--- config.mk ---
export PLATFORM = sky130hd
export DESIGN_NAME = crubits_bank
export DESIGN_NICKNAME = d
export VERILOG_FILES = /design/src/rtl/crubits_bank.sv
export SDC_FILE = /design/constraint.sdc
export NUM_CORES = 1
export LEC_CHECK = 0
export CORE_ASPECT_RATIO = 0.8
export CORE_UTILIZATION = 30
export CTS_BUF_LIST = sky130_fd_sc_hd__clkbuf_16
export CTS_CLUSTER_SIZE = 14
export DETAILED_ROUTE_END_ITERATION = 16
export GPL_TIMING_DRIVEN = 1
export PLACE_DENSITY_LB_ADDON = 0.25
export SYNTH_ARGS = -nofsm -noshare
export SYNTH_HDL_FRONTEND = slang
export SYNTH_SLANG_ARGS = --single-unit
--- constraint.sdc ---
create_clock -name clk -period 1.4 [get_ports clk]
set_input_delay 0.14 -clock clk [delete_from_list [all_inputs] [get_ports clk]]
set_output_delay 0.14 -clock clk [all_outputs]
set_load 0.02 [all_outputs]
--- src/rtl/crubits_bank.sv ---
// crubits_bank: parametrised CRU output-bit bank for the TI-99/4A expansion bus.
// The TI CRU strobe, address and data are synchronised into clk, a write is
// committed on the falling edge of ti_cru_clk, and the addressed bit is updated.
// Bits selected in PULSE_MASK self-clear PULSE_LEN cycles after a write of 1.
// Optional feature macro: CRUBITS_READBACK_EN enables the combinational CRUIN
// read-back path; without it ti_cru_in and cru_in_oe are tied low.
module crubits_bank #(
   parameter int                  NUM_BITS   = 4,
   parameter logic [0:NUM_BITS-1] RESET_VAL  = {NUM_BITS{1'b0}},
   parameter logic [0:NUM_BITS-1] PULSE_MASK = {NUM_BITS{1'b0}},
   parameter int                  PULSE_LEN  = 16
) (
   input  logic                  clk,
   input  logic                  reset,
   input  logic [0:3]            cru_base,
   input  logic                  ti_cru_clk,
   input  logic [0:14]           addr,
   input  logic                  ti_cru_out,
   output logic [0:NUM_BITS-1]   bits,
   output logic                  wr_strobe,
   output logic [6:0]            wr_index,
   output logic                  ti_cru_in,
   output logic                  cru_in_oe
);

   localparam int CW = $clog2(PULSE_LEN + 1);
   localparam logic [CW-1:0] PULSE_LOAD = CW'(PULSE_LEN);

   // Synchronised copies of the asynchronous TI bus signals
   logic          cru_clk_s1, cru_clk_s2, cru_clk_s3;
   logic [0:14]   addr_s1, addr_s2;
   logic          cru_out_s1, cru_out_s2;

   // Write decode
   logic          fall;
   logic [6:0]    idx_s2;
   logic          hit;
   logic [0:NUM_BITS-1] wr_sel;

   // Per-bit pulse down-counters (stay zero for non-pulse bits)
   logic [CW-1:0] cnt [NUM_BITS];

   // Two-flop synchronisers; the strobe chain resets high so reset never looks like a fall
   always_ff @(posedge clk) begin
      if (reset) begin
         cru_clk_s1 <= 1'b1;
         cru_clk_s2 <= 1'b1;
         cru_clk_s3 <= 1'b1;
         addr_s1    <= '0;
         addr_s2    <= '0;
         cru_out_s1 <= 1'b0;
         cru_out_s2 <= 1'b0;
      end else begin
         cru_clk_s1 <= ti_cru_clk;
         cru_clk_s2 <= cru_clk_s1;
         cru_clk_s3 <= cru_clk_s2;
         addr_s1    <= addr;
         addr_s2    <= addr_s1;
         cru_out_s1 <= ti_cru_out;
         cru_out_s2 <= cru_out_s1;
      end
   end

   // addr_s2 and cru_out_s2 are aligned with cru_clk_s2, so they are the values
   // that were stable just before the falling edge
   assign fall   = cru_clk_s3 & ~cru_clk_s2;
   assign idx_s2 = addr_s2[8:14];
   assign hit    = fall
                 && (addr_s2[0:3] == 4'b0001)
                 && (addr_s2[4:7] == cru_base)
                 && (32'(idx_s2) < NUM_BITS);

   // One-hot select of the bit being written this cycle
   always_comb begin
      wr_sel = '0;
      for (int i = 0; i < NUM_BITS; i++) begin
         if (hit && (idx_s2 == 7'(i))) wr_sel[i] = 1'b1;
      end
   end

   // Bit registers and pulse counters; a write in the expiry cycle overrides the expiry
   always_ff @(posedge clk) begin
      if (reset) begin
         bits <= RESET_VAL;
         for (int i = 0; i < NUM_BITS; i++) cnt[i] <= '0;
      end else begin
         for (int i = 0; i < NUM_BITS; i++) begin
            if (wr_sel[i]) begin
               bits[i] <= cru_out_s2;
               if (PULSE_MASK[i]) cnt[i] <= cru_out_s2 ? PULSE_LOAD : '0;
            end else if (PULSE_MASK[i] && (cnt[i] != '0)) begin
               cnt[i] <= cnt[i] - 1'b1;
               if (cnt[i] == CW'(1)) bits[i] <= 1'b0;
            end
         end
      end
   end

   // Write strobe and last-written offset
   always_ff @(posedge clk) begin
      if (reset) begin
         wr_strobe <= 1'b0;
         wr_index  <= '0;
      end else begin
         wr_strobe <= hit;
         if (hit) wr_index <= idx_s2;
      end
   end

`ifdef CRUBITS_READBACK_EN
   // Read-back decodes the raw bus: the TI samples CRUIN inside its own cycle
   logic [6:0] rd_idx;
   logic       rd_hit;
   logic       rd_bit;

   assign rd_idx = addr[8:14];
   assign rd_hit = (addr[0:3] == 4'b0001)
                && (addr[4:7] == cru_base)
                && (32'(rd_idx) < NUM_BITS);

   // Read mux over the bit bank
   always_comb begin
      rd_bit = 1'b0;
      for (int i = 0; i < NUM_BITS; i++) begin
         if (rd_idx == 7'(i)) rd_bit = bits[i];
      end
   end

   assign cru_in_oe = rd_hit;
   assign ti_cru_in = rd_hit & rd_bit;
`else
   assign cru_in_oe = 1'b0;
   assign ti_cru_in = 1'b0;
`endif

endmodule

======== Word level (Yosys, flattened, before mapping) ========
Index checks and enable logic that the tools add are counted.
storage, ports and cells
  register bits after elaboration ......... 47
  output and inout bits ................... 14
  word-level logic and storage cells ...... 33
cells by class
  order comparisons ....................... 1
  eq/ne operators ......................... 5
  muxes and demuxes ....................... 4
  bitwise gates (word level) .............. 2
  reductions and logical operators ........ 8
operators with widths
  kind                                                  number
  equality test 7 x 2 -> 1 bit (second input constant)  2
  equality test 7 x 1 -> 1 bit (second input constant)  1
  logical AND 1 bit                                     7
  logical NOT 7 bit                                     1
  < comparator 7 x 3 -> 1 bit (second input constant)   1
  equality test 4 x 1 -> 1 bit (second input constant)  1
  equality test 4 bit                                   1
  2-to-1 mux 1 bit                                      4
  AND 1 bit                                             1
  NOT 1 bit                                             1

======== Longest topological paths before layout ========
Gate-level depths: netlist of the first run.
  depth in word-level cells ............... 7
  mapped depth ............................ 5
  depth with buffers taken out ............ 4

======== Worst setup path after synthesis of the first run ========
OpenSTA, ideal clock, no wires.
  path kind ............................... register -> register
  start point ............................. register addr_s2[9] (netlist name)
  end point ............................... register bits[0] (netlist name)
  setup time .............................. 130 ps
  data arrival time ....................... 1,102 ps
  slack ................................... 168 ps
  stages on the path, launching flop included .. 5
  path buffers ............................ 0
  clock period less this slack ............ 1,232 ps
  cells stage by stage .................... dfxtp_1 > nor4_2 > nand4_1 > o41ai_2 > a21oi_1
between the ends
  word-level cells in the longest chain between the ends .. 4
  elaborated cells on any way between the ends .. 5
RTL lines
  what                             line  source
  from (decl)                      31    logic [0:14] addr_s1, addr_s2;
  from (signal assigned)           58    addr_s2 <= addr_s1;
  < comparator 7 x 3 -> 1 bit      71    && (32'(idx_s2) < NUM_BITS);
  logical AND 1 bit                71
  logical AND 1 bit *              77    if (hit && (idx_s2 == 7'(i))) wr_sel[i] = 1'b1;
  2-to-1 mux 1 bit *               77
  to (signal, indexed assignment)  89    bits[i] <= cru_out_s2;
  to (decl)                        19    output logic [0:NUM_BITS-1] bits,
Mark *: on every way between the ends. The rest lies on a longest branch, timed or not.
A chain may end at the register's enable or synchronous reset.

======== Worst setup path in the final report of the first run ========
  start point ............................. register wr_index[3]
  end point ............................... output port wr_index[3]
RTL lines
  what                    line  source
  from (decl)             21    output logic [6:0] wr_index,
  from (signal assigned)  106   if (hit) wr_index <= idx_s2;
No word-level cell between the ends.

==> impl_metrics.yaml, run 1 <==
yosys:
  synth_top_area_frac: 0.6194
  ys_async_sr_fraction: 0
  synth_cells: 134
  synth-edff-count: 0
  ys_warn_count: 0
  synth.area.top_cells: "dfxtp_1, nor2b_1, nand4_1"
  synth_ff_type: "dfxtp_1"
  synth_area_leader_cell: "dfxtp_1"
  yosysUniqueCellTypes: 23
  synth_common_cells: "dfxtp_1, nor2b_1, nand4_1"
  syn_avg_cell_area_sq_um: 11.34
  yosys.cell_count.top_type: "dfxtp_1"
  ys_seq_area_frac: 0.6194
  synth.cell_area_sq_mm: 0.001519
  ys_ff_latch: 47
worst_setup_path:
  critPathRequiredTime_ns: 1.26
  worst_path_max_delay_cell: "clkdlybuf4s50_1"
  timing.rr.end: "bits[0]"
  criticalPathCategory: "reg2out"
  cp_top_family: "buffers and inverters"
  reg2reg_depth: 5
  crit_chain: "clkdlybuf4s50_1"
  cpPeakStageDelay_ns: 0.62
  cp-start-kind: "flip-flop"
  reg2reg_slack_ns: 0.09
  timing.rr.start: "addr_s2[8]"
  endpoint_kind: "output pin"
  worst-path-buf-inv: 1
  crit_path_max_fanout: 2
  arrival_ns: 1.23
routing:
  firstDrtPassIters: 4
  viasPerCell: 4.167
  vias: 975
  wire_per_inst_microns: 10.03
  wirelength_mm: 2.346
  drcViolationCount: 0
  ant_nets: 0
  drt-initial-drc-count: 48
placed_design:
  routabilityCongestion: 0.7809
  place_area_sq_mm: 0.001939
  dp_hpwl_mm: 1.753
  port_buffers: 34
global_routing:
  antenna_found_initial: 0
  grt_pass1_wl_mm: 3.788
  grt_pass1_vias: 876
  grt_overflow_total: 0
  grt_use_total: 0.09891
  grt_max_degree: 28
pwr:
  pwr_density_cell_mw_per_mm2: 1285
  p_int_w: 0.002151
  pwr-share-clk: 0.417
  p_sw_w: 0.0005470
  finalPower_w: 0.002698
  irDropWorstVdd_mv: 0.5989
  seqPwrFrac: 0.519
  pwr-share-comb: 0.064
  power.static_leakage_nw: 0.8776
  swShare: 0.2027
final_layout:
  syn2layout_area_growth_pct: 38.22
  fin_util: 0.4434
  fin_area_sq_mm: 0.002100
  diodes: 0
  drive_above_1_share: 0.1264
  nets: 196
hold_path:
  hold_path_depth: 2
  min_from: "addr[0]"
  hold_path_end: "addr_s1[0]"
  hold_path_class: "in2reg"
die:
  ios: 37
  start_util: 0.3208
  core_area_sq_mm: 0.004735
  dieHeight_microns: 65.65
  fp.dieW_microns: 81.56
  die_area_sq_mm: 0.005354
  rows: 22
status:
  status: "complete, no violations"
clock_tree:
  holdBufCountCts: 0
  clock_latency_ns: 0.28
  cts_tree: "done"
  cts_made_buffers: 5
  h-tree-depth: 2
  clock-sinks: 47
  cts_buffer_depth: 2
  root_buffer: "clkbuf_16"
  cts_setup_buffers: 0
  clkTransAtPathRegs_ns: 0.06
sta:
  maxSlewViolCount: 0
  fin_tns_setup_ns: 0
  clock_skew_ns: 0.004154
  setup_viol: 0
  hold_viol: 0
  fmax_mhz: 728.0
  min_period_over_period: 0.9811
  period_minus_slack_ns: 1.374
flow_run:
  drv_cap: 0
==> routing by layer <==
layer  routed length [microns]  global-route usage
met5                         0                   0
met4                        57             0.06696
met3                       163             0.04306
met2                      1024              0.1354
met1                      1101              0.1232
==> cell families (layout without fill, tap and decap cells) <==
| group | Yosys count | in the layout | synth area share |
|---|---|---|---|
| DFF | 47 | 47 | 0.6194 |
| xor gates and xnor gates | 4 | 4 | 0.03789 |
| other | 1 | 2 | 0.002469 |
| AOI/OAI and AO/OA | 13 | 13 | 0.05272 |
| buffers and inverters | 8 | 47 | 0.03212 |
| and+or+nand+nor | 61 | 61 | 0.2554 |
==> sequential cells by signal (all words and copies together), names as in the netlist <==
signal / count
addr_s1: 15
addr_s2: 15
bits: 4
cru_clk_s1: 1
cru_clk_s2: 1
cru_clk_s3: 1
cru_out_s1: 1
cru_out_s2: 1
wr_index: 7
wr_strobe: 1
==> power by group through the flow <==
stage	logic [W]	clock network [W]	registers, W
2_1_floorplan	0.0000919	0	0.00143
3_3_place_gp	0.000169	0	0.00143
3_5_place_dp	0.000174	0	0.00143
4_1_cts	0.000175	0.00117	0.00140
5_1_grt	0.000191	0.00121	0.00140
6_report	0.000173	0.00113	0.00140
==> area by class of cell <==
cell class / count / area (sq um)
Clock buffer: 5 / 125.1
Clock inverter: 3 / 21.27
Fill cell: 468 / 2635
Multi-Input combinational cell: 80 / 535.5
Sequential cell: 47 / 940.9
Tap cell: 60 / 75.07
Timing Repair Buffer: 39 / 401.6
==> worst max path at each step <==
| stage | startpoint | to | slack [ns] | cells past startpoint |
|---|---|---|---|---|
| 6_report | wr_index[3] | wr_index[3] | 0.03 | 1 |
| 4_1_cts | wr_index[3] | wr_index[3] | 0.02 | 1 |
| 3_3_place_gp | cru_base[0] | wr_index[6] | -0.13 | 5 |
| 2_1_floorplan | addr_s2[9] | bits[0] | 0.17 | 4 |
| 3_5_place_dp | cru_base[0] | wr_index[3] | -0.19 | 5 |
| 5_1_grt | cru_base[0] | wr_index[3] | -0.002 | 5 |
==> placed cells by master, fill, tap and decap left out, types with 3 or more instances in the layout <==
cell type / n
dfxtp_1: 47
nor2b_1: 34
clkdlybuf4s50_1: 28
nand4_1: 8
and2_1: 6
a21oi_1: 6
clkbuf_16: 5
dlymetal6s2s_1: 5
buf_4: 4
xnor2_2: 3
nand3_1: 3
or2_2: 3
o21ai_1: 3
==> repair_timing <==
action                                 in CTS  in global routing
endpoints found under the hold margin       0                  0
setup endpoints to repair                   1                 15
gates resized for setup                     1                  7
==> stage by stage <==
| stage | std cells | hold WS [ns] | worst slack (ns) |
|---|---|---|---|
| floorplan | 135 | 0.2116 | 0.1681 |
| global placement | 226 | 0.4046 | -0.1323 |
| detailed placement | 226 | 0.4034 | -0.1890 |
| CTS | 234 | 0.3994 | 0.01932 |
| global route | 234 | 0.4067 | -0.001560 |
| finish | 234 | 0.4065 | 0.02646 |
(Power assumes the default switching activity.)
==> run 2: changes to the inputs <==
--- a/config.mk
+++ b/config.mk
@@ -5,7 +5,7 @@
 export SDC_FILE = /design/constraint.sdc
 export NUM_CORES = 1
 export LEC_CHECK = 0
-export CORE_ASPECT_RATIO = 0.8
+export CORE_ASPECT_RATIO = 1.4
 export CORE_UTILIZATION = 30
 export CTS_BUF_LIST = sky130_fd_sc_hd__clkbuf_16
 export CTS_CLUSTER_SIZE = 14
==> constraint.sdc (replaced) <==
create_clock -name clk -period 1.8 [get_ports clk]
set_input_delay 0.18 -clock clk [delete_from_list [all_inputs] [get_ports clk]]
set_output_delay 0.18 -clock clk [all_outputs]
set_load 0.02 [all_outputs]
==> run 2 against run 1 <==
  * Critical path depth unchanged
  * Global-route usage down 0.26 points
  * Total power down 22%
  * Routed wire length down 4.9%
  * Final area down 1.8%
  * Die area about the same
  * Clock-buffer cell count unchanged
  * Critical endpoint is now bits[0]
==> impl_metrics.yaml, run 2 (synthesis results as in run 1) <==
routing:
  wirelength_mm: 2.230
  viasPerCell: 4.128
  vias: 966
  ant_nets: 0
  drcViolationCount: 0
  wire_per_inst_microns: 9.530
  drt-initial-drc-count: 14
  firstDrtPassIters: 4
final_layout:
  syn2layout_area_growth_pct: 35.75
  diodes: 0
  largestRegisters: "addr_s1 (15), addr_s2 (15), wr_index (7)"
  drive_above_1_share: 0.1059
  nets: 192
  mostFrequentLayoutCells: "dfxtp_1, nor2b_1, clkdlybuf4s50_1, nand4_1"
  final_common_cell: "dfxtp_1"
die:
  ios: 37
  fp.dieW_microns: 62.14
  start_util: 0.3137
  core_area_sq_mm: 0.004842
  dieHeight_microns: 86.19
  die_area_sq_mm: 0.005355
  rows: 30
clock_tree:
  h-tree-depth: 2
  holdBufCountCts: 0
  cts_buffer_depth: 2
  root_buffer: "clkbuf_16"
  cts_tree: "done"
  cts_made_buffers: 5
  clkTransAtPathRegs_ns: 0.06
  clock-sinks: 47
  clock_latency_ns: 0.28
  cts_resized: 0
  cts_setup_buffers: 0
flow_run:
  drv_cap: 0
worst_setup_path:
  worst_path_max_delay_cell: "clkdlybuf4s50_1"
  worst-path-buf-inv: 1
  crit_path_max_fanout: 2
  arrival_ns: 1.28
  crit_chain: "clkdlybuf4s50_1"
  cp_top_family: "buffers and inverters"
  endpoint_kind: "output pin"
  reg2reg_slack_ns: 0.37
  cpPeakStageDelay_ns: 0.62
  cp-start-kind: "flip-flop"
  critPathRequiredTime_ns: 1.62
  criticalPathCategory: "reg2out"
placed_design:
  port_buffers: 34
  dp_hpwl_mm: 1.633
  routabilityCongestion: 0.6902
global_routing:
  grt_overflow_total: 0
  grt_pass1_wl_mm: 3.857
  grt_pass1_vias: 935
  grt_max_degree: 40
  grt_use_total: 0.09634
  antenna_found_initial: 0
status:
  status: "complete, no violations"
pwr:
  pwr_density_cell_mw_per_mm2: 1025
  power.static_leakage_nw: 0.7596
  irDropWorstVdd_mv: 0.5207
  seqPwrFrac: 0.515
  p_int_w: 0.001675
  pwr-share-comb: 0.060
  p_sw_w: 0.0004389
  pwr-share-clk: 0.426
  swShare: 0.2076
  finalPower_w: 0.002114
sta:
  maxSlewViolCount: 0
  period_minus_slack_ns: 1.461
  whs_ns: 0.4098
  hold_viol: 0
  fin_tns_setup_ns: 0
  rsz0062_at_grt: "no"
  min_period_over_period: 0.8115
  fmax_mhz: 684.6
  clock_skew_ns: 0.004216
  setup_viol: 0
hold_path:
  hold_path_class: "reg2reg"
[run 2: cell count changes in the layout (fill, tap and decap cells not counted), moves of 2 or more]
| cell | before | now |
|---|---|---|
| inv_6 | 0 | 2 |
| clkdlybuf4s50_1 | 28 | 34 |
| buf_4 | 4 | 0 |
| clkinv_4 | 2 | 0 |
| dlymetal6s2s_1 | 5 | 0 |
[run 2: per-layer routing]
metal	global-route usage	vias to the layer above	share of wire
met5	0	-	0
met4	0.06342	0	0.026
met3	0.04342	7	0.057
met2	0.1748	28	0.53
met1	0.08581	426	0.39
li1	-	505	-
[run 2: stage by stage]
| stage | util | area (sq um) | instances | worst slack [ns] |
|---|---|---|---|---|
| 4_1_cts | 0.4258 | 2062 | 234 | 0.3389 |
| 6_report | 0.4258 | 2062 | 234 | 0.3392 |
| 3_3_place_gp | 0.3953 | 1914 | 226 | 0.2032 |
| 3_5_place_dp | 0.3953 | 1914 | 226 | 0.1556 |
| 2_1_floorplan | - | 1523 | 135 | 0.5681 |
| 5_1_grt | 0.4258 | 2062 | 234 | 0.2181 |
[run 2: area by class of cell]
class / instances / area (sq um)
clock buffers: 5 / 125.1
clock inverters: 3 / 22.52
fillers: 474 / 2780
multi-input cells: 80 / 533.0
flip-flops and latches: 47 / 940.9
well taps: 64 / 80.08
repair buffers: 35 / 360.3
[run 2: power groups by stage]
stage,sequential [W],combinational [W],clock [W]
2_1_floorplan,0.00111,0.0000715,0
3_3_place_gp,0.00111,0.000126,0
3_5_place_dp,0.00111,0.000128,0
4_1_cts,0.00109,0.000128,0.000927
5_1_grt,0.00109,0.000140,0.000973
6_report,0.00109,0.000126,0.000900
[run 2: worst register-to-register path, delay by kind of cell (launching register included)]
kind,cells,cell delay [ns]
flops,1,0.30
compound gates,2,0.40
simple gates,2,0.61
[run 2: final timing paths]
kind                              endpoint       start  depth (start not counted)
worst max-delay path               bits[0]     bits[0]                          1
worst min-delay path            cru_clk_s2  cru_clk_s1                          1
worst max register to register     bits[0]  addr_s2[9]                          4
worst min register to register  cru_clk_s2  cru_clk_s1                          1
